**src/rtl/jk_bank_pkg.sv**
```systemverilog
// Shared constants for the JK bank arbiter.
//   - JK opcodes, {J,K} as driven onto a selected cell
//   - FSM state encoding for the arbiter
//   - requester id encoding carried on done_id
package jk_bank_pkg;

    // {J,K} opcodes
    localparam logic [1:0] OP_HOLD = 2'b00;
    localparam logic [1:0] OP_CLR  = 2'b01;
    localparam logic [1:0] OP_SET  = 2'b10;
    localparam logic [1:0] OP_TOG  = 2'b11;

    // Arbiter FSM states
    localparam logic [1:0] IDLE    = 2'b00;
    localparam logic [1:0] APPLY   = 2'b01;
    localparam logic [1:0] RESP    = 2'b10;

    // Requester ids
    localparam logic       ID_A    = 1'b0;
    localparam logic       ID_B    = 1'b1;

endpackage

```
**src/rtl/jk_cell.sv**
```systemverilog
// Single JK flip-flop cell with synchronous active-high reset.
// Ports:
//   clk_i - rising-edge clock
//   rst_i - synchronous active-high reset, wins over J/K
//   j_i   - J input (set)
//   k_i   - K input (clear); J=K=1 toggles, J=K=0 holds
//   q_o   - current cell state
module jk_cell (
    input  logic clk_i,
    input  logic rst_i,
    input  logic j_i,
    input  logic k_i,
    output logic q_o
);

    logic q_q;

    always_ff @(posedge clk_i) begin
        if (rst_i) begin
            q_q <= 1'b0;
        end else begin
            unique case ({j_i, k_i})
                2'b00:   q_q <= q_q;
                2'b01:   q_q <= 1'b0;
                2'b10:   q_q <= 1'b1;
                default: q_q <= ~q_q;
            endcase
        end
    end

    assign q_o = q_q;

endmodule

```
**src/rtl/jk_bank_arbiter.sv**
```systemverilog
// Round-robin arbiter sharing a bank of WIDTH JK cells between requesters A and B.
// A command is accepted in IDLE, driven onto the cells for exactly one cycle in
// APPLY, and acknowledged with a one-cycle done pulse in RESP.
// Optional feature: define JK_BANK_STATS_EN to add 16-bit per-requester accept
// counters a_count / b_count.
// Ports:
//   clk, rst             - clock, synchronous active-high reset
//   a_valid/a_op/a_mask  - requester A command (op: 00 hold, 01 clr, 10 set, 11 tog)
//   a_ready              - A accepted this cycle
//   b_valid/b_op/b_mask  - requester B command
//   b_ready              - B accepted this cycle
//   done, done_id        - completion pulse and winner id (0 = A, 1 = B)
//   bank_q               - Q of all cells
//   busy                 - FSM not in IDLE
//   a_count, b_count     - accept counters (JK_BANK_STATS_EN only)
module jk_bank_arbiter
    import jk_bank_pkg::*;
#(
    parameter int unsigned WIDTH = 8
) (
    input  logic             clk,
    input  logic             rst,
    input  logic             a_valid,
    output logic             a_ready,
    input  logic [1:0]       a_op,
    input  logic [WIDTH-1:0] a_mask,
    input  logic             b_valid,
    output logic             b_ready,
    input  logic [1:0]       b_op,
    input  logic [WIDTH-1:0] b_mask,
    output logic             done,
    output logic             done_id,
    output logic [WIDTH-1:0] bank_q,
    output logic             busy
`ifdef JK_BANK_STATS_EN
   ,output logic [15:0]      a_count,
    output logic [15:0]      b_count
`endif
);

    logic [1:0]       state_q, state_d;
    logic [1:0]       op_q, op_d;
    logic [WIDTH-1:0] mask_q, mask_d;
    logic             id_q, id_d;
    logic             last_q, last_d;  // last granted requester
    logic             winner;
    logic             accept;
    logic             apply;
    logic [WIDTH-1:0] cell_j, cell_k;

    // Sole valid requester wins; on contention the one not granted last wins.
    always_comb begin
        if (a_valid && b_valid) begin
            winner = ~last_q;
        end else if (b_valid) begin
            winner = ID_B;
        end else begin
            winner = ID_A;
        end
    end

    assign a_ready = (state_q == IDLE) && a_valid && (winner == ID_A);
    assign b_ready = (state_q == IDLE) && b_valid && (winner == ID_B);
    assign accept  = a_ready || b_ready;

    always_comb begin
        state_d = state_q;
        op_d    = op_q;
        mask_d  = mask_q;
        id_d    = id_q;
        last_d  = last_q;
        case (state_q)
            IDLE: begin
                if (accept) begin
                    op_d    = (winner == ID_B) ? b_op : a_op;
                    mask_d  = (winner == ID_B) ? b_mask : a_mask;
                    id_d    = winner;
                    last_d  = winner;
                    state_d = APPLY;
                end
            end
            APPLY:   state_d = RESP;
            RESP:    state_d = IDLE;
            default: state_d = IDLE;
        endcase
    end

    always_ff @(posedge clk) begin
        if (rst) begin
            state_q <= IDLE;
            op_q    <= OP_HOLD;
            mask_q  <= '0;
            id_q    <= ID_A;
            last_q  <= ID_B;
        end else begin
            state_q <= state_d;
            op_q    <= op_d;
            mask_q  <= mask_d;
            id_q    <= id_d;
            last_q  <= last_d;
        end
    end

    // Cells see J=K=0 except during the single APPLY cycle.
    assign apply  = (state_q == APPLY);
    assign cell_j = (apply && (op_q == OP_SET || op_q == OP_TOG)) ? mask_q : '0;
    assign cell_k = (apply && (op_q == OP_CLR || op_q == OP_TOG)) ? mask_q : '0;

    for (genvar i = 0; i < WIDTH; i++) begin : g_cell
        jk_cell u_cell (
            .clk_i (clk),
            .rst_i (rst),
            .j_i   (cell_j[i]),
            .k_i   (cell_k[i]),
            .q_o   (bank_q[i])
        );
    end

    assign done    = (state_q == RESP);
    assign done_id = done ? id_q : ID_A;
    assign busy    = (state_q != IDLE);

`ifdef JK_BANK_STATS_EN
    logic [15:0] a_count_q, b_count_q;

    // Natural 16-bit wrap from 0xFFFF to 0x0000.
    always_ff @(posedge clk) begin
        if (rst) begin
            a_count_q <= '0;
            b_count_q <= '0;
        end else begin
            if (a_ready) a_count_q <= a_count_q + 16'd1;
            if (b_ready) b_count_q <= b_count_q + 16'd1;
        end
    end

    assign a_count = a_count_q;
    assign b_count = b_count_q;
`endif

endmodule

```
**config.mk**
```make
export PLATFORM = sky130hd
export DESIGN_NAME = jk_bank_arbiter
export DESIGN_NICKNAME = d
export VERILOG_FILES = /design/src/rtl/jk_bank_pkg.sv /design/src/rtl/jk_cell.sv /design/src/rtl/jk_bank_arbiter.sv
export SDC_FILE = /design/constraint.sdc
export NUM_CORES = 1
export LEC_CHECK = 0
export ABC_AREA = 1
export CAP_MARGIN = 20
export CORE_MARGIN = 3
export CORE_UTILIZATION = 45
export DETAILED_ROUTE_END_ITERATION = 7
export GPL_ROUTABILITY_DRIVEN = 0
export PLACE_DENSITY = 0.75
export RECOVER_POWER = 100
export SYNTH_ARGS = -nofsm -noshare
export SYNTH_HDL_FRONTEND = slang
export SYNTH_SLANG_ARGS = --single-unit
export TNS_END_PERCENT = 20
```
**constraint.sdc**
```tcl
create_clock -name clk -period 2.85 [get_ports clk]
set_clock_uncertainty 0.15 [all_clocks]
set_input_delay 0.4275 -clock clk [delete_from_list [all_inputs] [get_ports clk]]
set_output_delay 0.4275 -clock clk [all_outputs]
set_load 0.02 [all_outputs]
```
== After elaboration in Yosys (flattened, before gate mapping) ==
Index checks and enable logic that the tools add are counted.

* Register bits: 22
* Latch bits: 0
* Memory bits (writable): 0
* Memory bits (read-only): 0
* Input port bits: 24
* Output and inout port bits: 13
* Word-level logic and storage cells: 83
* Memories kept: 0

* $add $sub $neg: 0
* Multiply operators: 0
* Divide/modulo/power cells: 0
* Order comparisons: 0
* Eq/ne operators: 22
* Shifts and indexed selects: 0
* Multiplexer cells: 17
* Bitwise gates (word level): 10
* Reductions and logical operators: 21

{| class="wikitable"
|+ Operators by type and width
! operator !! count
|-
| two-way mux 8 bit || 3
|-
| case mux 1 bit (3 select lines) || 8
|-
| == test 2 bit (second input constant) || 11
|-
| == test 2 x 1 -> 1 bit (second input constant) || 10
|-
| zero test 2 bit || 9
|-
| NOT 1 bit || 10
|-
| logical AND 1 bit || 7
|-
| two-way mux 2 bit || 2
|-
| case mux 2 bit (2 select lines) || 1
|-
| logical OR 1 bit || 3
|-
| two-way mux 1 bit || 3
|-
| inequality test 2 bit (second input constant) || 1
|-
| AND reduction 2 bit || 1
|-
| nonzero test 2 bit || 1
|}

== Longest topological paths before layout ==
Gate-level depths: netlist of run 1.

* Depth after elaboration: 7
* Mapped depth: 10
* Mapped depth without buffers: 10

== By module ==
Synthesis of run 1 repeated with hierarchy kept, for this count alone.

* Cells, all modules: 223
* Area, all modules: 1437.6 sq um

{| class="wikitable"
|+ By module, submodules not included
! module !! times used !! cells an instance !! area each (sq um) !! seq. area each (sq um)
|-
| jk_bank_arbiter || 1 || 127 || 777.0 || 280.3
|-
| jk_cell || 8 || 12 || 82.6 || 20.0
|}

== Least setup slack after synthesis of run 1 ==
OpenSTA, ideal clock, no wires.

* Path type: reg2reg
* From: register state_q[0]
* To: register g_cell[0].u_cell.q_q
* Setup time: 115 ps
* Data arrival time: 1396 ps
* Data required time: 2585 ps
* Setup slack: 1189 ps
* Stages on the path, launching flop included: 9
* Buffers on the path: 0
* Period minus slack after synthesis: 1661 ps
* Cells stage by stage: dfxtp_1 nand2_1 nor2_2 nand2_1 ha_1 nand2_1 o21ai_0 o21ai_0 inv_1

* Cells in the longest elaborated chain, start to end: 5
* Elaborated cells on any way between the ends: 9
* Those cells by class: 3 x eq/ne; 3 x mux; 3 x reduce/logical

{| class="wikitable"
|+ Ends and longest elaborated chain
! element !! line !! source
|-
| start: declaration || jk_bank_arbiter.sv:41 || <nowiki>logic [1:0] state_q, state_d;</nowiki>
|-
| start signal: assignment || jk_bank_arbiter.sv:96 || <nowiki>state_q <= state_d;</nowiki>
|-
| == test 2 x 1 -> 1 bit (*) || jk_bank_arbiter.sv:105 || <nowiki>assign apply = (state_q == APPLY);</nowiki>
|-
| logical AND 1 bit (on tied branches) || jk_bank_arbiter.sv:107, jk_bank_arbiter.sv:106 ||
|-
| two-way mux 8 bit (on tied branches) || jk_bank_arbiter.sv:107, jk_bank_arbiter.sv:106 ||
|-
| == test 2 bit (tied with other cells) || jk_cell.sv:22 || <nowiki>unique case ({j_i, k_i})</nowiki>
|-
| case mux 1 bit (3 select lines) || jk_cell.sv:22 ||
|-
| end signal: assignment || jk_cell.sv:23 || <nowiki>2'b00: q_q <= q_q;</nowiki>
|-
| end signal: assignment || jk_cell.sv:26 || <nowiki>default: q_q <= ~q_q;</nowiki>
|-
| end: declaration || jk_cell.sv:16 || <nowiki>logic q_q;</nowiki>
|}

Mark *: on every way between the ends. The rest lies on a longest branch, timed or not.
A chain may end at the register's enable or synchronous reset.

== Final worst setup path of run 1 ==
* From: input a_valid
* To: output b_ready

* Cells in the longest elaborated chain, start to end: 3

{| class="wikitable"
|+ Ends and longest elaborated chain
! element !! line !! source
|-
| start: declaration || jk_bank_arbiter.sv:23 || <nowiki>input logic a_valid,</nowiki>
|-
| logical AND 1 bit || jk_bank_arbiter.sv:53 || <nowiki>if (a_valid && b_valid) begin</nowiki>
|-
| two-way mux 1 bit || jk_bank_arbiter.sv:53 ||
|-
| logical AND 1 bit || jk_bank_arbiter.sv:63 || <nowiki>assign b_ready = (state_q == IDLE) && b_valid && (winner == ID_B);</nowiki>
|-
| end: declaration || jk_bank_arbiter.sv:28 || <nowiki>output logic b_ready,</nowiki>
|}

No other way between the ends.

==> impl_metrics.json, run 1 <==
{
  "outcome": "finished, final reports clean",
  "ys_dominant_reg_cell": "sky130_fd_sc_hd__dfxtp_1",
  "cts.reportedPaths.clkPinSlew_ns": 0.12,
  "critical_path_arrival_ns": 1.91,
  "grt_pass1_vias": 1155,
  "pwr-share-clk_pct": 23.1,
  "critical-path-slowest-cell": "sky130_fd_sc_hd__dlygate4sd3_1",
  "grt_first_pass_wirelength_um": 4671,
  "initial_core_util_pct": 49.37,
  "areaGrowthSynthToFinish_pct": 23.35,
  "pre_cts_ws_ns": 0.4162,
  "num_io_pins": 37,
  "setup-violations-final": 0,
  "post_synth_num_cell_types": 15,
  "critical_path.cell_chain": "clkdlybuf4s50_1 > nand2_1 > nand2_1 > inv_1 > nand2_1 > inv_1 > dlygate4sd3_1",
  "achievable-frequency_mhz": 402.1,
  "grt_max_degree": 14,
  "die_h_um": 62.18,
  "worst_pin_slew_ns": 0.8577,
  "synth_seq_cells": 22,
  "path_common_cell": "sky130_fd_sc_hd__nand2_1",
  "synthesis.area_per_instance_um2": 6.827,
  "synth_most_common_cell": "sky130_fd_sc_hd__nand2_1",
  "postSynthCellCount": 208,
  "cts_hold_buf": 0,
  "critical_path_buf_inv_count": 4,
  "dr.first_iter.drc_count": 45,
  "synth_largest_area_cell": "sky130_fd_sc_hd__dfxtp_1",
  "placed_cells_incl_taps": 275,
  "p_sw_share_pct": 28.69,
  "route.detailed.drc": 0,
  "synth_sequential_area_ratio_pct": 31.01,
  "worst_ep_required_time_ns": 2.27,
  "clock_insertion_delay_worst_skew_ns": 0.30,
  "switching_power_uw": 177.6,
  "antenna_cells": 0,
  "nNetsFinal": 278,
  "die_width_um": 62.18,
  "area_of_the_die_um2": 3866,
  "grt_overflow": 0,
  "power.total_uw": 619.3,
  "synth_edf_count": 0,
  "yosysWarnings": 0,
  "max-slew-margin-rel_pct": 42.44,
  "synth_top_area_share_pct": 31.01,
  "clock-root-buffer": "sky130_fd_sc_hd__clkbuf_4",
  "dr_total_vias": 1263,
  "synthTopCellsByArea": "sky130_fd_sc_hd__dfxtp_1 31%, sky130_fd_sc_hd__nand2_1 19%, sky130_fd_sc_hd__ha_1 14%, sky130_fd_sc_hd__nand3_1 7.8%, sky130_fd_sc_hd__inv_1 7.7%",
  "worstSetupPathType": "in2out",
  "final_layout_size_suffix_gt1_share_pct": 2.542,
  "multiInputGateArea_um2": 744.5,
  "min_period_ns": 2.487,
  "synthesized_nets": 248,
  "cts_setup_buffers": 0,
  "remaining_number_of_nets_flagged_by_the_antenna_check_after_routing": 0,
  "fin_area_um2": 1752,
  "cts_max_level": 1,
  "clock_sinks": 22,
  "crit_path_end_kind": "output pin",
  "globalRouteTotalUtil_pct": 14.80,
  "design.core.area_um2": 2877,
  "power_leakage_nw": 0.9278,
  "post_cts.resized_instances": 0,
  "grt_setup_unrepaired": "false",
  "placed_area_um2": 1750,
  "cts_max_path_buffers": 2,
  "io_buffer_count": 36,
  "power_density_nw_per_um2": 353.5,
  "sequential_cell_area_um2": 440.4,
  "dp_hpwl_um": 2065,
  "totalWireLength_um": 2685,
  "critical_path.startpoint_type": "primary input",
  "timing.final.hold_violations": 0,
  "routed_wire_length_per_instance_um": 9.658,
  "tritoncts.num_buffers": 3,
  "kind_of_cell_adding_the_most_delay_to_the_critical_path": "buffers and inverters",
  "power.combinational.fraction_pct": 21.6,
  "yosys-top-cells-count": "71 x sky130_fd_sc_hd__nand2_1, 29 x sky130_fd_sc_hd__inv_1, 22 x sky130_fd_sc_hd__dfxtp_1, 22 x sky130_fd_sc_hd__nand3_1",
  "drv_slew": 0,
  "detail_route.first_pass.iterations": 4,
  "netlist_area_pre_place_um2": 1420,
  "finalWorstSetupSlack_ns": 0.3630,
  "timing.max_cap.violations": 0,
  "finalNonFillerCells": 278,
  "asyncSetResetFlopFracSynth_pct": 0,
  "fp-row-count": 19,
  "holdCritPathClass": "reg2reg",
  "final.setup.tns_ns": 0,
  "grt_antenna_before_repair": 0,
  "power_frac_seq_pct": 55.3,
  "cp_max_fo": 3,
  "cts_tree": "built",
  "max_stage_delay_ns": 0.64,
  "intPower_uw": 441.6,
  "n_fill_cell": 281,
  "vias_per_cell": 4.543,
  "post-route-period-util_pct": 87.26,
  "max-vdd-ir-drop_v": 0.0002463
}
## final timing paths
| check | from | endpoint | slack [ns] | cells after the start |
|---|---|---|---|---|
| max | a_valid | b_ready | 0.36 | 7 |
| max reg2reg | state_q[0]$_SDFFE_PP0P_ | g_cell[0].u_cell.q_o$_SDFFE_PP0P_ | 0.76 | 8 |
| min reg2reg | id_q$_SDFFE_PP0P_ | id_q$_SDFFE_PP0P_ | 0.32 | 2 |
| min | id_q$_SDFFE_PP0P_ | id_q$_SDFFE_PP0P_ | 0.32 | 2 |
## logic make-up (layout without fill, tap and decap cells)
family,count (synthesis),count (layout),synth area share (%)
AOI/OAI and AO/OA,26,26,9.427
and+or+nand+nor,100,100,29.87
adders and majority gates,16,16,14.10
DFF,22,22,31.01
buffers and inverters,44,72,15.59
## registers in the layout, indices dropped and copies added, names as in the netlist
name / cells
mask_q: 8
g_cell.u_cell.q_o: 8
state_q: 2
op_q: 2
last_q: 1
id_q: 1
## routing by layer
layer	wire length (um)	vias to the layer above	GRT usage, %
met5	0	-	0
met4	18	0	4.144
met3	174	2	5.766
met2	1287	30	27.02
met1	1205	530	15.75
li1	-	701	-
## cell usage in the layout, fill, tap and decap left out
| master | instances |
|---|---|
| sky130_fd_sc_hd__nand3_1 | 22 |
| sky130_fd_sc_hd__buf_4 | 2 |
| sky130_fd_sc_hd__nor3b_1 | 1 |
| sky130_fd_sc_hd__nor2_4 | 1 |
| sky130_fd_sc_hd__clkdlybuf4s50_1 | 23 |
| sky130_fd_sc_hd__o21ai_0 | 16 |
| sky130_fd_sc_hd__clkbuf_4 | 3 |
| sky130_fd_sc_hd__a21oi_1 | 9 |
| sky130_fd_sc_hd__dlygate4sd3_1 | 13 |
| sky130_fd_sc_hd__o21ai_1 | 1 |
| sky130_fd_sc_hd__clkbuf_1 | 2 |
| sky130_fd_sc_hd__inv_1 | 29 |
| sky130_fd_sc_hd__nor2_1 | 5 |
| sky130_fd_sc_hd__dfxtp_1 | 22 |
| sky130_fd_sc_hd__nand2_1 | 71 |
| sky130_fd_sc_hd__ha_1 | 16 |
## power by group through the flow
stage / clock [mW] / combinational, mW / sequential [mW]
finish: 0.143 / 0.134 / 0.343
global route: 0.159 / 0.151 / 0.346
CTS: 0.149 / 0.143 / 0.343
detailed placement: 0 / 0.143 / 0.350
global placement: 0 / 0.142 / 0.349
floorplan: 0 / 0.0894 / 0.347
## per-stage QoR
step           hold WS, ns  util [%]
6_report            0.3199     60.90
3_5_place_dp        0.3040     60.85
2_1_floorplan       0.2787         -
4_1_cts             0.3236     61.64
3_3_place_gp        0.3087     60.85
5_1_grt             0.3494     60.90
## cell type report
cell class              instances  share of cell area [%]
well taps                      42                   3.000
multi-input cells             142                   42.50
flip-flops and latches         22                   25.14
clock buffers                   3                   1.286
inverters                      29                   6.214
repair buffers                 40                   21.86
## worst register-to-register path: stages (launching register included)
cell	delay (ns)
sky130_fd_sc_hd__dfxtp_1	0.46
sky130_fd_sc_hd__nand2_1	0.10
sky130_fd_sc_hd__nor2_1	0.45
sky130_fd_sc_hd__nand2_1	0.16
sky130_fd_sc_hd__ha_1	0.34
sky130_fd_sc_hd__nand2_1	0.06
sky130_fd_sc_hd__o21ai_0	0.06
sky130_fd_sc_hd__o21ai_0	0.15
sky130_fd_sc_hd__inv_1	0.05
Note: power is estimated with default switching activity, not from simulation.
==> run 2: changes to the inputs <==
--- a/config.mk
+++ b/config.mk
@@ -7,11 +7,13 @@
 export LEC_CHECK = 0
 export ABC_AREA = 1
 export CAP_MARGIN = 20
+export CELL_PAD_IN_SITES_DETAIL_PLACEMENT = 1
+export CELL_PAD_IN_SITES_GLOBAL_PLACEMENT = 1
 export CORE_MARGIN = 3
-export CORE_UTILIZATION = 45
+export CORE_UTILIZATION = 36
 export DETAILED_ROUTE_END_ITERATION = 7
 export GPL_ROUTABILITY_DRIVEN = 0
-export PLACE_DENSITY = 0.75
+export PLACE_DENSITY_LB_ADDON = 0.1
 export RECOVER_POWER = 100
 export SYNTH_ARGS = -nofsm -noshare
 export SYNTH_HDL_FRONTEND = slang
==> run 2 against run 1 <==
Design area rose by 3.6%. Setup slack got worse by 0.027 ns. Critical endpoint unchanged. Largest power group unchanged. Highest routed layer unchanged. Fmax fell by 1.1%. Count of clock-buffer cells in the layout did not move. Non-clock buffer count did not move.
==> impl_metrics.json, run 2 (same netlist as run 1, synthesis figures left out) <==
{
  "outcome": "finished, final reports clean",
  "critical-path-slowest-cell": "sky130_fd_sc_hd__dlygate4sd3_1",
  "hold_slack_ns": 0.3241,
  "routed_wire_length_per_instance_um": 12.86,
  "path_common_cell": "sky130_fd_sc_hd__nand2_1",
  "fin_area_um2": 1815,
  "dr_total_vias": 1370,
  "power_density_nw_per_um2": 431.8,
  "globalRouteTotalUtil_pct": 17.99,
  "grt_first_pass_wirelength_um": 6368,
  "cts_max_path_buffers": 2,
  "die_width_um": 68.81,
  "die_h_um": 68.81,
  "area_of_the_die_um2": 4734,
  "post_cts.resized_instances": 0,
  "critical_path_buf_inv_count": 4,
  "max-vdd-ir-drop_v": 0.0001739,
  "setup-violations-final": 0,
  "grt_antenna_before_repair": 0,
  "clock-root-buffer": "sky130_fd_sc_hd__clkbuf_8",
  "cts_max_level": 1,
  "power_leakage_nw": 0.9510,
  "dp_hpwl_um": 2962,
  "grt_max_degree": 14,
  "clock_sinks": 22,
  "tritoncts.num_buffers": 3,
  "cts_hold_buf": 0,
  "num_io_pins": 37,
  "final_layout_size_suffix_gt1_share_pct": 3.376,
  "detail_route.first_pass.iterations": 4,
  "achievable-frequency_mhz": 397.7,
  "antenna_cells": 0,
  "kind_of_cell_adding_the_most_delay_to_the_critical_path": "buffers and inverters",
  "most_common_cell_after_layout_fill_and_taps_aside": "sky130_fd_sc_hd__nand2_1",
  "totalWireLength_um": 3664,
  "nNetsFinal": 278,
  "min_period_ns": 2.514,
  "areaGrowthSynthToFinish_pct": 27.84,
  "cts_tree": "built",
  "timing.max_cap.violations": 0,
  "top_library_cells_by_usage_in_the_layout_fill_and_taps_aside": "71 x sky130_fd_sc_hd__nand2_1, 29 x sky130_fd_sc_hd__inv_1, 22 x sky130_fd_sc_hd__nand3_1, 22 x sky130_fd_sc_hd__dfxtp_1, 21 x sky130_fd_sc_hd__clkdlybuf4s50_1",
  "dr.first_iter.drc_count": 29,
  "crit_path_end_kind": "output pin",
  "post-route-period-util_pct": 88.22,
  "critical_path.cell_chain": "clkdlybuf4s50_1 > nand2_1 > nand2_1 > inv_1 > nand2_1 > inv_1 > dlygate4sd3_1",
  "worst_pin_slew_ns": 1.011,
  "final.setup.tns_ns": 0,
  "grt_pass1_vias": 1469,
  "max_stage_delay_ns": 0.64,
  "remaining_number_of_nets_flagged_by_the_antenna_check_after_routing": 0,
  "drv_slew": 0,
  "critical_path_arrival_ns": 1.94,
  "cts.reportedPaths.clkPinSlew_ns": 0.08,
  "holdCritPathClass": "reg2reg",
  "placed_area_um2": 1758,
  "route.layer.met1.wl_um": 1593,
  "maxUsedRoutingLayer": "met4",
  "grt_overflow": 0,
  "met3RoutedLength_um": 152,
  "clock_insertion_delay_worst_skew_ns": 0.26,
  "design.core.area_um2": 3744,
  "route.detailed.drc": 0,
  "dr_wl_met2_um": 1850,
  "layout.core_utilization_pct": 48.50,
  "cts_setup_buffers": 0,
  "fp-row-count": 22,
  "io_buffer_count": 36,
  "max-slew-margin-rel_pct": 32.12,
  "worstSetupPathType": "in2out",
  "worst_ep_required_time_ns": 2.27,
  "power.total_uw": 783.9,
  "critical_path.startpoint_type": "primary input",
  "timing.final.hold_violations": 0,
  "grt_setup_unrepaired": "false",
  "initial_core_util_pct": 37.93,
  "cp_max_fo": 3,
  "vias_per_cell": 4.807
}
==> run 2: cell types whose count changed in the layout (fill, tap and decap cells not counted), moves of 2 or more <==
cell                              change
sky130_fd_sc_hd__dlygate4sd3_1        +2
sky130_fd_sc_hd__clkdlybuf4s50_1      -2
sky130_fd_sc_hd__clkbuf_8             +3
sky130_fd_sc_hd__clkbuf_4             -3
==> run 2: per-stage QoR <==
step | std cells | setup slack (ns)
after floorplan | 208 | 1.189
after global placement | 281 | 0.4346
after detailed placement | 281 | 0.3750
after CTS | 285 | 0.3696
after global routing | 285 | 0.2134
final | 285 | 0.3357
==> run 2: worst paths after layout <==
kind | slack (ns) | endpoint | cells after the start | start
max reg2reg | 0.66 | g_cell[7].u_cell.q_o$_SDFFE_PP0P_ | 8 | state_q[0]$_SDFFE_PP0P_
max | 0.34 | b_ready | 7 | a_valid
min | 0.32 | id_q$_SDFFE_PP0P_ | 2 | id_q$_SDFFE_PP0P_
min reg2reg | 0.32 | id_q$_SDFFE_PP0P_ | 2 | id_q$_SDFFE_PP0P_
==> run 2: cell type report <==
| type | instances | area [um^2] |
|---|---|---|
| Clock buffer | 3 | 41.29 |
| Clock inverter | 1 | 30.03 |
| Fill cell | 502 | 1928 |
| Inverter | 29 | 108.9 |
| Multi-Input combinational cell | 142 | 752.0 |
| Sequential cell | 22 | 440.4 |
| Tap cell | 48 | 60.06 |
| Timing Repair Buffer | 40 | 382.9 |
==> run 2: report_power, final <==
group | total [mW] | internal, mW | switching [mW]
logic | 0.142 | 0.0643 | 0.0781
clock network | 0.298 | 0.188 | 0.110
registers | 0.344 | 0.328 | 0.0157
==> run 2: layer usage <==
metal / up-vias / global-route usage (%)
met4: 0 / 6.569
li1: 698 / -
met1: 632 / 21.04
met2: 32 / 32.42
met3: 8 / 3.241
met5: - / 0
==> run 2: worst register-to-register path, cell delays in order, from the launching register on <==
cell	delay, ns
sky130_fd_sc_hd__dfxtp_1	0.44
sky130_fd_sc_hd__nand2_1	0.10
sky130_fd_sc_hd__nor2_1	0.48
sky130_fd_sc_hd__nand2_1	0.18
sky130_fd_sc_hd__ha_1	0.35
sky130_fd_sc_hd__nand2_1	0.07
sky130_fd_sc_hd__o21ai_0	0.08
sky130_fd_sc_hd__o21ai_0	0.19
sky130_fd_sc_hd__inv_1	0.05
